==> src/rtl/mem_pkg.sv <==
// Shared opcodes, FSM states and access-size decode for the memory stage.
// The optional misalignment trap is selected with MEM_MISALIGN_TRAP_EN.
package mem_pkg;

    localparam logic [5:0] OP_LB  = 6'h20;
    localparam logic [5:0] OP_LH  = 6'h21;
    localparam logic [5:0] OP_LW  = 6'h23;
    localparam logic [5:0] OP_LBU = 6'h24;
    localparam logic [5:0] OP_LHU = 6'h25;
    localparam logic [5:0] OP_SB  = 6'h28;
    localparam logic [5:0] OP_SH  = 6'h29;
    localparam logic [5:0] OP_SW  = 6'h2B;

    typedef enum logic [1:0] {IDLE = 2'd0, WAIT = 2'd1, DONE = 2'd2} state_t;
    typedef enum logic [1:0] {BYTE = 2'd0, HALF = 2'd1, WORD = 2'd2} size_t;

    // Unknown opcodes that still reach memory are treated as word accesses.
    function automatic size_t op_size(input logic [5:0] op);
        size_t sz;
        case (op)
            OP_LB, OP_LBU, OP_SB: sz = BYTE;
            OP_LH, OP_LHU, OP_SH: sz = HALF;
            default:              sz = WORD;
        endcase
        return sz;
    endfunction

    function automatic logic op_signed(input logic [5:0] op);
        return (op == OP_LB) || (op == OP_LH);
    endfunction

    function automatic logic is_misaligned(input size_t sz, input logic [1:0] lo);
        logic r;
        case (sz)
            HALF:    r = lo[0];
            WORD:    r = |lo;
            default: r = 1'b0;
        endcase
        return r;
    endfunction

endpackage

==> src/rtl/mem_align.sv <==
// Byte-lane steering for stores and lane extraction/extension for loads.
// BIG_ENDIAN mirrors byte lanes (k -> 3-k) for both directions.
module mem_align import mem_pkg::*; #(
    parameter bit BIG_ENDIAN = 1'b0
) (
    input  size_t       size,
    input  logic        sign_ext,
    input  logic [1:0]  addr_lo,
    input  logic [31:0] store_data,
    input  logic [31:0] load_word,
    output logic [3:0]  be,
    output logic [31:0] wdata,
    output logic [31:0] load_data
);

    logic [1:0]  lane_s;
    logic        half_hi_s;
    logic [7:0]  byte_s;
    logic [15:0] half_s;

    // Mirroring the byte lanes also swaps which halfword slot is addressed.
    assign lane_s    = BIG_ENDIAN ? ~addr_lo : addr_lo;
    assign half_hi_s = BIG_ENDIAN ? ~addr_lo[1] : addr_lo[1];
    assign half_s    = half_hi_s ? load_word[31:16] : load_word[15:0];

    // Pick the addressed byte of the read word.
    always_comb begin
        case (lane_s)
            2'd0:    byte_s = load_word[7:0];
            2'd1:    byte_s = load_word[15:8];
            2'd2:    byte_s = load_word[23:16];
            2'd3:    byte_s = load_word[31:24];
            default: byte_s = 8'h00;
        endcase
    end

    // Size-dependent enables, replicated store data and extended load data.
    always_comb begin
        case (size)
            BYTE: begin
                be        = 4'b0001 << lane_s;
                wdata     = {4{store_data[7:0]}};
                load_data = sign_ext ? {{24{byte_s[7]}}, byte_s} : {24'h000000, byte_s};
            end
            HALF: begin
                be        = half_hi_s ? 4'b1100 : 4'b0011;
                wdata     = {2{store_data[15:0]}};
                load_data = sign_ext ? {{16{half_s[15]}}, half_s} : {16'h0000, half_s};
            end
            default: begin
                be        = 4'b1111;
                wdata     = store_data;
                load_data = load_word;
            end
        endcase
    end

endmodule

==> src/rtl/mem_stage.sv <==
// Memory-access stage: req/ack data-memory FSM with upstream freeze, timeout and
// registered result/forwarding outputs. MEM_MISALIGN_TRAP_EN enables the misalignment trap.
module mem_stage import mem_pkg::*; #(
    parameter bit          BIG_ENDIAN     = 1'b0,
    parameter int unsigned TIMEOUT_CYCLES = 255
) (
    input  logic        CLK,
    input  logic        RESET,
    input  logic [31:0] Instr1_PR,
    input  logic [31:0] aluResult1_PR,
    input  logic [31:0] readDataB1_PR,
    input  logic [4:0]  writeRegister1_PR,
    input  logic        MemRead1_PR,
    input  logic        MemWrite1_PR,
    input  logic        MemtoReg1_PR,
    input  logic        do_writeback1_PR,
    output logic        dmem_req,
    output logic        dmem_we,
    output logic [31:0] dmem_addr,
    output logic [31:0] dmem_wdata,
    output logic [3:0]  dmem_be,
    input  logic        dmem_ack,
    input  logic [31:0] dmem_rdata,
    output logic        FREEZE,
    output logic [31:0] Data1_MEM,
    output logic [4:0]  writeRegister1_MEM,
    output logic        do_writeback1_MEM,
    output logic        MemtoReg1_MEM,
    output logic        bus_error,
    output logic        misalign_trap
);

    localparam logic [7:0] CNT_LAST = 8'(TIMEOUT_CYCLES - 1);

    state_t      state_r;
    state_t      state_nxt_s;
    logic [7:0]  cnt_r;
    logic [31:0] hold_r;
    logic        berr_r;
    logic        trap_r;
    logic        mem_op_s;
    logic        misalign_s;
    logic        freeze_s;
    logic        ack_s;
    logic        timeout_s;
    logic        abort_s;
    size_t       size_s;
    logic        sign_s;
    logic [3:0]  align_be_s;
    logic [31:0] align_wdata_s;
    logic [31:0] load_data_s;
    logic        unused_instr_s;

    assign mem_op_s       = MemRead1_PR | MemWrite1_PR;
    assign size_s         = op_size(Instr1_PR[31:26]);
    assign sign_s         = op_signed(Instr1_PR[31:26]);
    assign unused_instr_s = ^Instr1_PR[25:0];

`ifdef MEM_MISALIGN_TRAP_EN
    assign misalign_s = mem_op_s & is_misaligned(size_s, aluResult1_PR[1:0]);
`else
    assign misalign_s = 1'b0;
`endif

    // Request and stall are forced low while RESET is high, even mid-access.
    assign freeze_s  = mem_op_s & (state_r != DONE);
    assign FREEZE    = ~RESET & freeze_s;
    assign dmem_req  = ~RESET & (((state_r == IDLE) & mem_op_s & ~misalign_s) | (state_r == WAIT));
    assign ack_s     = dmem_req & dmem_ack;
    assign timeout_s = (state_r == WAIT) & ~ack_s & (cnt_r == CNT_LAST);
    assign abort_s   = berr_r | trap_r;

    // Upstream is frozen until DONE, so these fields stay constant until ack.
    assign dmem_we    = MemWrite1_PR;
    assign dmem_addr  = {aluResult1_PR[31:2], 2'b00};
    assign dmem_be    = MemWrite1_PR ? align_be_s : 4'b1111;
    assign dmem_wdata = align_wdata_s;

    mem_align #(.BIG_ENDIAN(BIG_ENDIAN)) u_align (
        .size       (size_s),
        .sign_ext   (sign_s),
        .addr_lo    (aluResult1_PR[1:0]),
        .store_data (readDataB1_PR),
        .load_word  (hold_r),
        .be         (align_be_s),
        .wdata      (align_wdata_s),
        .load_data  (load_data_s)
    );

    // Next-state logic for the access FSM.
    always_comb begin
        state_nxt_s = state_r;
        case (state_r)
            IDLE: begin
                if (mem_op_s) begin
                    if (misalign_s || ack_s) begin
                        state_nxt_s = DONE;
                    end else begin
                        state_nxt_s = WAIT;
                    end
                end else begin
                    state_nxt_s = IDLE;
                end
            end
            WAIT: begin
                if (ack_s || timeout_s) begin
                    state_nxt_s = DONE;
                end else begin
                    state_nxt_s = WAIT;
                end
            end
            DONE:    state_nxt_s = IDLE;
            default: state_nxt_s = IDLE;
        endcase
    end

    // FSM state, wait counter, read-data hold and per-access fault flags.
    always_ff @(posedge CLK) begin
        if (RESET) begin
            state_r <= IDLE;
            cnt_r   <= 8'd0;
            hold_r  <= 32'h0000_0000;
            berr_r  <= 1'b0;
            trap_r  <= 1'b0;
        end else begin
            state_r <= state_nxt_s;
            cnt_r   <= ((state_r == WAIT) && (state_nxt_s == WAIT)) ? cnt_r + 8'd1 : 8'd0;
            if (ack_s) begin
                hold_r <= dmem_rdata;
            end
            berr_r  <= timeout_s;
            trap_r  <= (state_r == IDLE) & mem_op_s & misalign_s;
        end
    end

    // Result and forwarding registers advance whenever the stage is not stalled.
    always_ff @(posedge CLK) begin
        if (RESET) begin
            Data1_MEM          <= 32'h0000_0000;
            writeRegister1_MEM <= 5'd0;
            do_writeback1_MEM  <= 1'b0;
            MemtoReg1_MEM      <= 1'b0;
        end else if (!freeze_s) begin
            Data1_MEM          <= abort_s ? 32'h0000_0000 :
                                  (MemRead1_PR ? load_data_s : aluResult1_PR);
            writeRegister1_MEM <= writeRegister1_PR;
            do_writeback1_MEM  <= do_writeback1_PR & ~MemWrite1_PR & ~abort_s;
            MemtoReg1_MEM      <= MemtoReg1_PR;
        end
    end

    assign bus_error     = berr_r;
    assign misalign_trap = trap_r;

endmodule
==> config.mk <==
export PLATFORM = sky130hd
export DESIGN_NAME = mem_stage
export DESIGN_NICKNAME = d
export VERILOG_FILES = /design/src/rtl/mem_pkg.sv /design/src/rtl/mem_align.sv /design/src/rtl/mem_stage.sv
export SDC_FILE = /design/constraint.sdc
export NUM_CORES = 1
export LEC_CHECK = 0
export ABC_AREA = 1
export CAP_MARGIN = 5
export CORE_AREA = 4 4 92 137
export DETAILED_ROUTE_END_ITERATION = 8
export DIE_AREA = 0 0 96 141
export GPL_TIMING_DRIVEN = 1
export PLACE_DENSITY = 0.9
export SYNTH_ARGS = -nofsm -noshare
export SYNTH_HDL_FRONTEND = slang
export SYNTH_HIERARCHICAL = 1
export SYNTH_SLANG_ARGS = --single-unit
==> constraint.sdc <==
create_clock -name CLK -period 4.3 [get_ports CLK]
set_input_delay 0.86 -clock CLK [delete_from_list [all_inputs] [get_ports CLK]]
set_output_delay 0.86 -clock CLK [all_outputs]
set_load 0.005 [all_outputs]
==> impl_metrics.py, run 1 <==
metrics = {
    "logic_synthesis": {
        "synthCells": 686,
        "avgSynthCellArea_um2": 7.06,
        "synth_top_cell_by_area": "dfxtp_1",
        "synthXorXnorAreaFrac": 0.00904,
        "yosysSeqAreaShare": 0.339,
        "synth_most_common_cell": "nand2_1",
        "synth-compound-area-share": 0.105,
        "synth_simple_gate_area_frac": 0.333,
        "netlist_area_mm2": 0.00484,
        "yosys_warnings": 6,
        "synth_cell_type_count": 38,
        "yosys.area_share.adder": 0.00517,
        "ys_top_cells_by_count": "nand2_1, nor2_1, dfxtp_1, o21ai_0, buf_4",
        "synth_top_family_by_area": "simple AND/OR/NAND/NOR gates",
        "async_reset_ff_frac": 0,
        "synth-main-ff-cell": "dfxtp_1",
        "synth_top_area_share": 0.339,
        "synth_mux_area_frac": 0.0661,
        "synth_area_leaders": "dfxtp_1, nand2_1, nor2_1, buf_4, mux2i_1",
        "synth_edf_count": 0,
        "ys_ff_latch": 82,
    },
    "die": {
        "core_area_mm2": 0.0115,
        "pin_count": 252,
        "fp-row-count": 48,
        "start_util": 0.422,
        "die_h_um": 141,
        "dieArea_mm2": 0.0135,
        "fp.dieW_um": 96,
    },
    "sta": {
        "setup_violations": 0,
        "worst_slew_pin_slew_ns": 0.678,
        "relSlewSlack": 0.547,
        "rsz0062_at_grt": "no",
        "fmax_ghz": 0.246,
        "fin_skew_ns": 0.00771,
        "holdWs_ns": 0.456,
        "fin_ws_ns": 0.240,
        "drv_slew": 0,
        "fin_crit_ns": 4.06,
        "tns_ns": 0,
        "min_period_over_period": 0.944,
        "hold_viol_final": 0,
    },
    "layout": {
        "diodes": 0,
        "area_growth_syn_to_layout_pct": 47.7,
        "instances_no_fill": 1011,
        "multi_input_area_mm2": 0.00253,
        "drive_above_1_share": 0.0836,
        "postLayoutCoreUtil": 0.623,
        "stdcell_area_mm2": 0.00715,
        "finalNetCount": 998,
        "seqCellArea_mm2": 0.00164,
        "n_fill_cell": 1025,
    },
    "detailed_routing": {
        "ant_nets": 0,
        "wl_per_cell_um": 15.8,
        "met2WireLength_mm": 8.16,
        "vias": 5012,
        "dr.pass1.iters": 5,
        "met3_wirelength_um": 953,
        "routed_via_density": 4.96,
        "drt-initial-drc-count": 426,
        "wirelength_mm": 16.0,
        "top_layer": "met4",
        "met1Wirelength_mm": 6.13,
        "drc_errors": 0,
    },
    "placement": {
        "dpl_worst_slack_ns": 0.0680,
        "gp_congestion": 0.908,
        "dp.cells": 994,
        "hpwlAfterDp_mm": 12.3,
        "numPortBuffers": 222,
        "dpl_cell_area_mm2": 0.00678,
    },
    "grt": {
        "grt_pass1_vias": 4931,
        "grt_pass1_wl_mm": 24.8,
        "grt_antenna_before_repair": 0,
        "grt.overflow.total": 0,
        "grt_max_degree": 36,
        "grt_usage": 0.236,
    },
    "power_and_ir_drop": {
        "peakVddDrop_mv": 0.259,
        "seqPwrFrac": 0.381,
        "p_per_area_mw_per_mm2": 317,
        "clkPwrFrac": 0.389,
        "power.total_mw": 2.27,
        "p_leak_nw": 3.06,
        "p_int_mw": 1.67,
        "p_sw_frac": 0.263,
        "power_frac_comb": 0.231,
        "p_sw_mw": 0.596,
    },
    "clock_tree": {
        "cts_buffers": 9,
        "clkLatencyLatePin_ns": 0.34,
        "cts_root_buf": "clkbuf_16",
        "cts_tree": "built",
        "cts_buffer_depth": 2,
        "clkTransAtPathRegs_ns": 0.06,
        "hold_buffers": 0,
        "htreeDepth": 3,
        "clock-sinks": 82,
    },
    "worst_hold_path": {
        "hp-class": "flop to flop",
    },
    "worst_setup_path": {
        "path_max_fanout": 26,
        "worstSetupPathType": "primary input to output port",
        "cp-start-kind": "primary input",
        "cp-end-kind": "output port",
        "arrival_ns": 3.20,
        "worstPathRequired_ns": 3.44,
    },
    "outcome": {
        "outcome": "finished, final reports clean",
    },
    "run": {
        "drv_cap": 0,
    },
}
-- worst paths after layout --
check	depth (start not counted)	slack (ns)	endpoint	start
max	12	0.24	dmem_wdata[15]	Instr1_PR[31]
min	2	0.46	Data1_MEM[14]	Data1_MEM[14]
max reg2reg	8	2.66	hold_r[8]	state_r[0]
min reg2reg	2	0.46	Data1_MEM[14]	Data1_MEM[14]
-- what timing repair did --
action,CTS,global route
setup buffers,0,1
endpoints found under the setup margin,0,10
gates resized for setup,0,6
endpoints found under the hold margin,0,0
-- critical path: stages --
cell and delay, ns:
clkdlybuf4s50_1 0.45, inv_1 0.03, nor2_1 0.07, inv_1 0.06
a211o_1 0.28, buf_6 0.19, buf_6 0.19, nor2_8 0.10
buf_4 0.21, nand2_1 0.09, o21ai_0 0.11, clkdlybuf4s50_1 0.56
-- metal layers --
metal  track usage  vias up
met3        0.0342       49
met5             0        -
met1         0.272     2251
met4         0.121        0
met2         0.411      197
li1              -     2515
-- state kept, by name, summed over array words and instances (netlist names) --
name	count
Data1_MEM	32
bus_error	1
cnt_r	8
state_r	2
writeRegister1_MEM	5
MemtoReg1_MEM	1
do_writeback1_MEM	1
hold_r	32
-- final cells by class --
cell class                 count  area share
multi-input combinational    502       0.354
timing repair buffer         233       0.325
sequential                    82       0.230
clock buffer                  10      0.0320
tap                          150      0.0262
inverter                      28      0.0171
clock inverter                 6      0.0157
-- cell families after synthesis --
group | after synthesis
compound gates | 97
xor+xnor | 5
fa+ha+maj | 2
buf+inv | 104
flops | 82
mux | 32
other cells | 1
simple gates | 363
-- placed cells by master (no fill, tap or decap), drive strengths merged --
master	count
nand3b	2
bufinv	3
o211ai	3
xor2	2
inv	29
a21oi	7
nand3	58
nor3	1
o21ai	85
nor2	100
or2	4
nand2	196
dlymetal6s2s	2
dfxtp	82
clkdlybuf4s50	219
o21bai	1
nand4	1
mux2i	32
a211o	1
clkbuf	10
ha	2
xnor2	3
nor4	1
conb	3
buf	12
clkinv	2
-- power groups by stage --
stage               Clock (mW)  Sequential (mW)  Combinational, mW
finish                   0.882            0.864              0.523
global route             0.926            0.869              0.576
detailed placement           0            0.879              0.521
floorplan                    0            0.867              0.273
CTS                      0.896            0.863              0.525
global placement             0            0.878              0.512
No activity file was read; power rests on OpenSTA's default activity.
==> inputs of run 2 (changes only) <==
--- a/config.mk
+++ b/config.mk
@@ -11,6 +11,7 @@
 export DETAILED_ROUTE_END_ITERATION = 8
 export DIE_AREA = 0 0 96 141
 export GPL_TIMING_DRIVEN = 1
+export MAX_ROUTING_LAYER = met4
 export PLACE_DENSITY = 0.9
 export SYNTH_ARGS = -nofsm -noshare
 export SYNTH_HDL_FRONTEND = slang
==> run 2 against run 1 <==
Sequential cell count stayed put. Power is 1.0% lower. Setup slack got worse by 0.12 ns. Non-clock buffer count did not move. Clock power down 2.6%. Count of clock-buffer cells in the layout stayed put. Critical path type unchanged. Highest routed layer unchanged.
==> impl_metrics.py, run 2 (synthesis gave the netlist of run 1 again) <==
metrics = {
    "sta": {
        "relSlewSlack": 0.549,
        "tns_ns": 0,
        "fin_ws_ns": 0.121,
        "drv_slew": 0,
        "hold_viol_final": 0,
        "min_period_over_period": 0.972,
        "fmax_ghz": 0.239,
        "fin_crit_ns": 4.18,
        "setup_violations": 0,
        "fin_skew_ns": 0.00849,
        "worst_slew_pin_slew_ns": 0.674,
        "rsz0062_at_grt": "no",
    },
    "detailed_routing": {
        "ant_nets": 0,
        "vias": 5109,
        "dr.pass1.iters": 5,
        "drc_errors": 0,
        "drt-initial-drc-count": 425,
        "routed_via_density": 5.05,
        "wl_per_cell_um": 16.0,
        "wirelength_mm": 16.2,
    },
    "clock_tree": {
        "cts_buffer_depth": 2,
        "cts_tree": "built",
        "cts_buffers": 9,
        "clock-sinks": 82,
        "clkTransAtPathRegs_ns": 0.06,
        "clkLatencyLatePin_ns": 0.34,
        "htreeDepth": 3,
        "cts_root_buf": "clkbuf_16",
    },
    "placement": {
        "dpl_worst_slack_ns": 0.0654,
        "gp_congestion": 0.942,
        "numPortBuffers": 222,
        "hpwlAfterDp_mm": 12.3,
        "dp.cells": 994,
    },
    "worst_setup_path": {
        "worstSetupPathType": "primary input to output port",
        "r2r_slack_ns": 2.65,
        "crit_start": "Instr1_PR[31]",
        "cp-endpoint": "dmem_be[1]",
        "path_max_fanout": 18,
        "arrival_ns": 3.32,
        "rr_worst_depth": 8,
        "worst_r2r_endpoint": "hold_r[3]",
        "cp-end-kind": "output port",
        "worstPathRequired_ns": 3.44,
        "cp-start-kind": "primary input",
        "rr_startpoint": "state_r[0]",
    },
    "die": {
        "fp.dieW_um": 96,
        "pin_count": 252,
        "dieArea_mm2": 0.0135,
        "fp-row-count": 48,
        "die_h_um": 141,
        "start_util": 0.422,
        "core_area_mm2": 0.0115,
    },
    "power_and_ir_drop": {
        "p_per_area_mw_per_mm2": 315,
        "peakVddDrop_mv": 0.203,
        "power.total_mw": 2.25,
        "p_leak_nw": 3.05,
    },
    "layout": {
        "drive_above_1_share": 0.0848,
        "reg_top3": "Data1_MEM (32), hold_r (32), cnt_r (8)",
        "final_common_cell": "clkdlybuf4s50_1",
        "instances_no_fill": 1011,
        "diodes": 0,
        "area_growth_syn_to_layout_pct": 47.3,
        "finalNetCount": 998,
        "final_cell_mix": "clkdlybuf4s50_1, nand2_1, nor2_1",
    },
    "run": {
        "drv_cap": 0,
    },
    "grt": {
        "grt_pass1_wl_mm": 24.4,
        "grt_pass1_vias": 4790,
        "grt.overflow.total": 0,
        "grt_antenna_before_repair": 0,
        "grt_max_degree": 36,
        "grt_usage": 0.239,
    },
    "worst_hold_path": {
        "hold_depth": 2,
        "hp-class": "flop to flop",
    },
    "outcome": {
        "outcome": "finished, final reports clean",
    },
}
run 2: metrics by stage:
step           cell area [um^2]  hold WS [ns]  utilization
2_1_floorplan              4850         0.430            -
3_3_place_gp               6780         0.438        0.591
3_5_place_dp               6780         0.448        0.591
4_1_cts                    7120         0.458        0.620
5_1_grt                    7130         0.477        0.622
6_report                   7130         0.456        0.622
run 2: what timing repair did:
item / CTS / global route
gates resized for setup: 0 / 2
buffers inserted: 0 / 1
hold buffers: 0 / 0
endpoints found under the setup margin: 0 / 2
run 2: worst min path at each step:
stage	from	to	slack [ns]
finish	Data1_MEM[15]	Data1_MEM[15]	0.46
CTS	do_writeback1_MEM	do_writeback1_MEM	0.46
floorplan	cnt_r[0]	cnt_r[0]	0.43
detailed placement	Data1_MEM[13]	Data1_MEM[13]	0.45
global placement	Data1_MEM[23]	Data1_MEM[23]	0.44
global route	Data1_MEM[15]	Data1_MEM[15]	0.48
run 2: layout make-up:
class,count,area [um^2]
clock buffers,10,239
multi-input cells,502,2530
clock inverters,6,96.3
fillers,1013,4340
inverters,28,123
well taps,150,188
repair buffers,233,2320
flip-flops and latches,82,1640
run 2: layer usage:
layer | global-route usage | up-vias | part of all wire | wire [um]
met4 | 0.105 | 0 | 0.034 | 545
met5 | - | - | 0 | 0
li1 | - | 2526 | - | -
met2 | 0.410 | 183 | 0.53 | 8510
met3 | 0.0267 | 40 | 0.051 | 822
met1 | 0.275 | 2360 | 0.39 | 6270
run 2: where the power goes:
part / internal, mW / switching [mW] / leakage [nW]
sequential: 0.815 / 0.0485 / 0.670
clock: 0.532 / 0.327 / 0.161
combinational: 0.288 / 0.235 / 2.22
run 2: critical path, stage by stage:
cell             delay [ns]
clkdlybuf4s50_1        0.46
inv_1                  0.04
nor2_1                 0.07
inv_1                  0.06
a211o_1                0.25
buf_4                  0.22
inv_4                  0.13
nand2_4                0.10
nor2_4                 0.13
nor2_2                 0.10
inv_1                  0.08
o21ai_1                0.06
or2_2                  0.29
clkdlybuf4s50_1        0.48
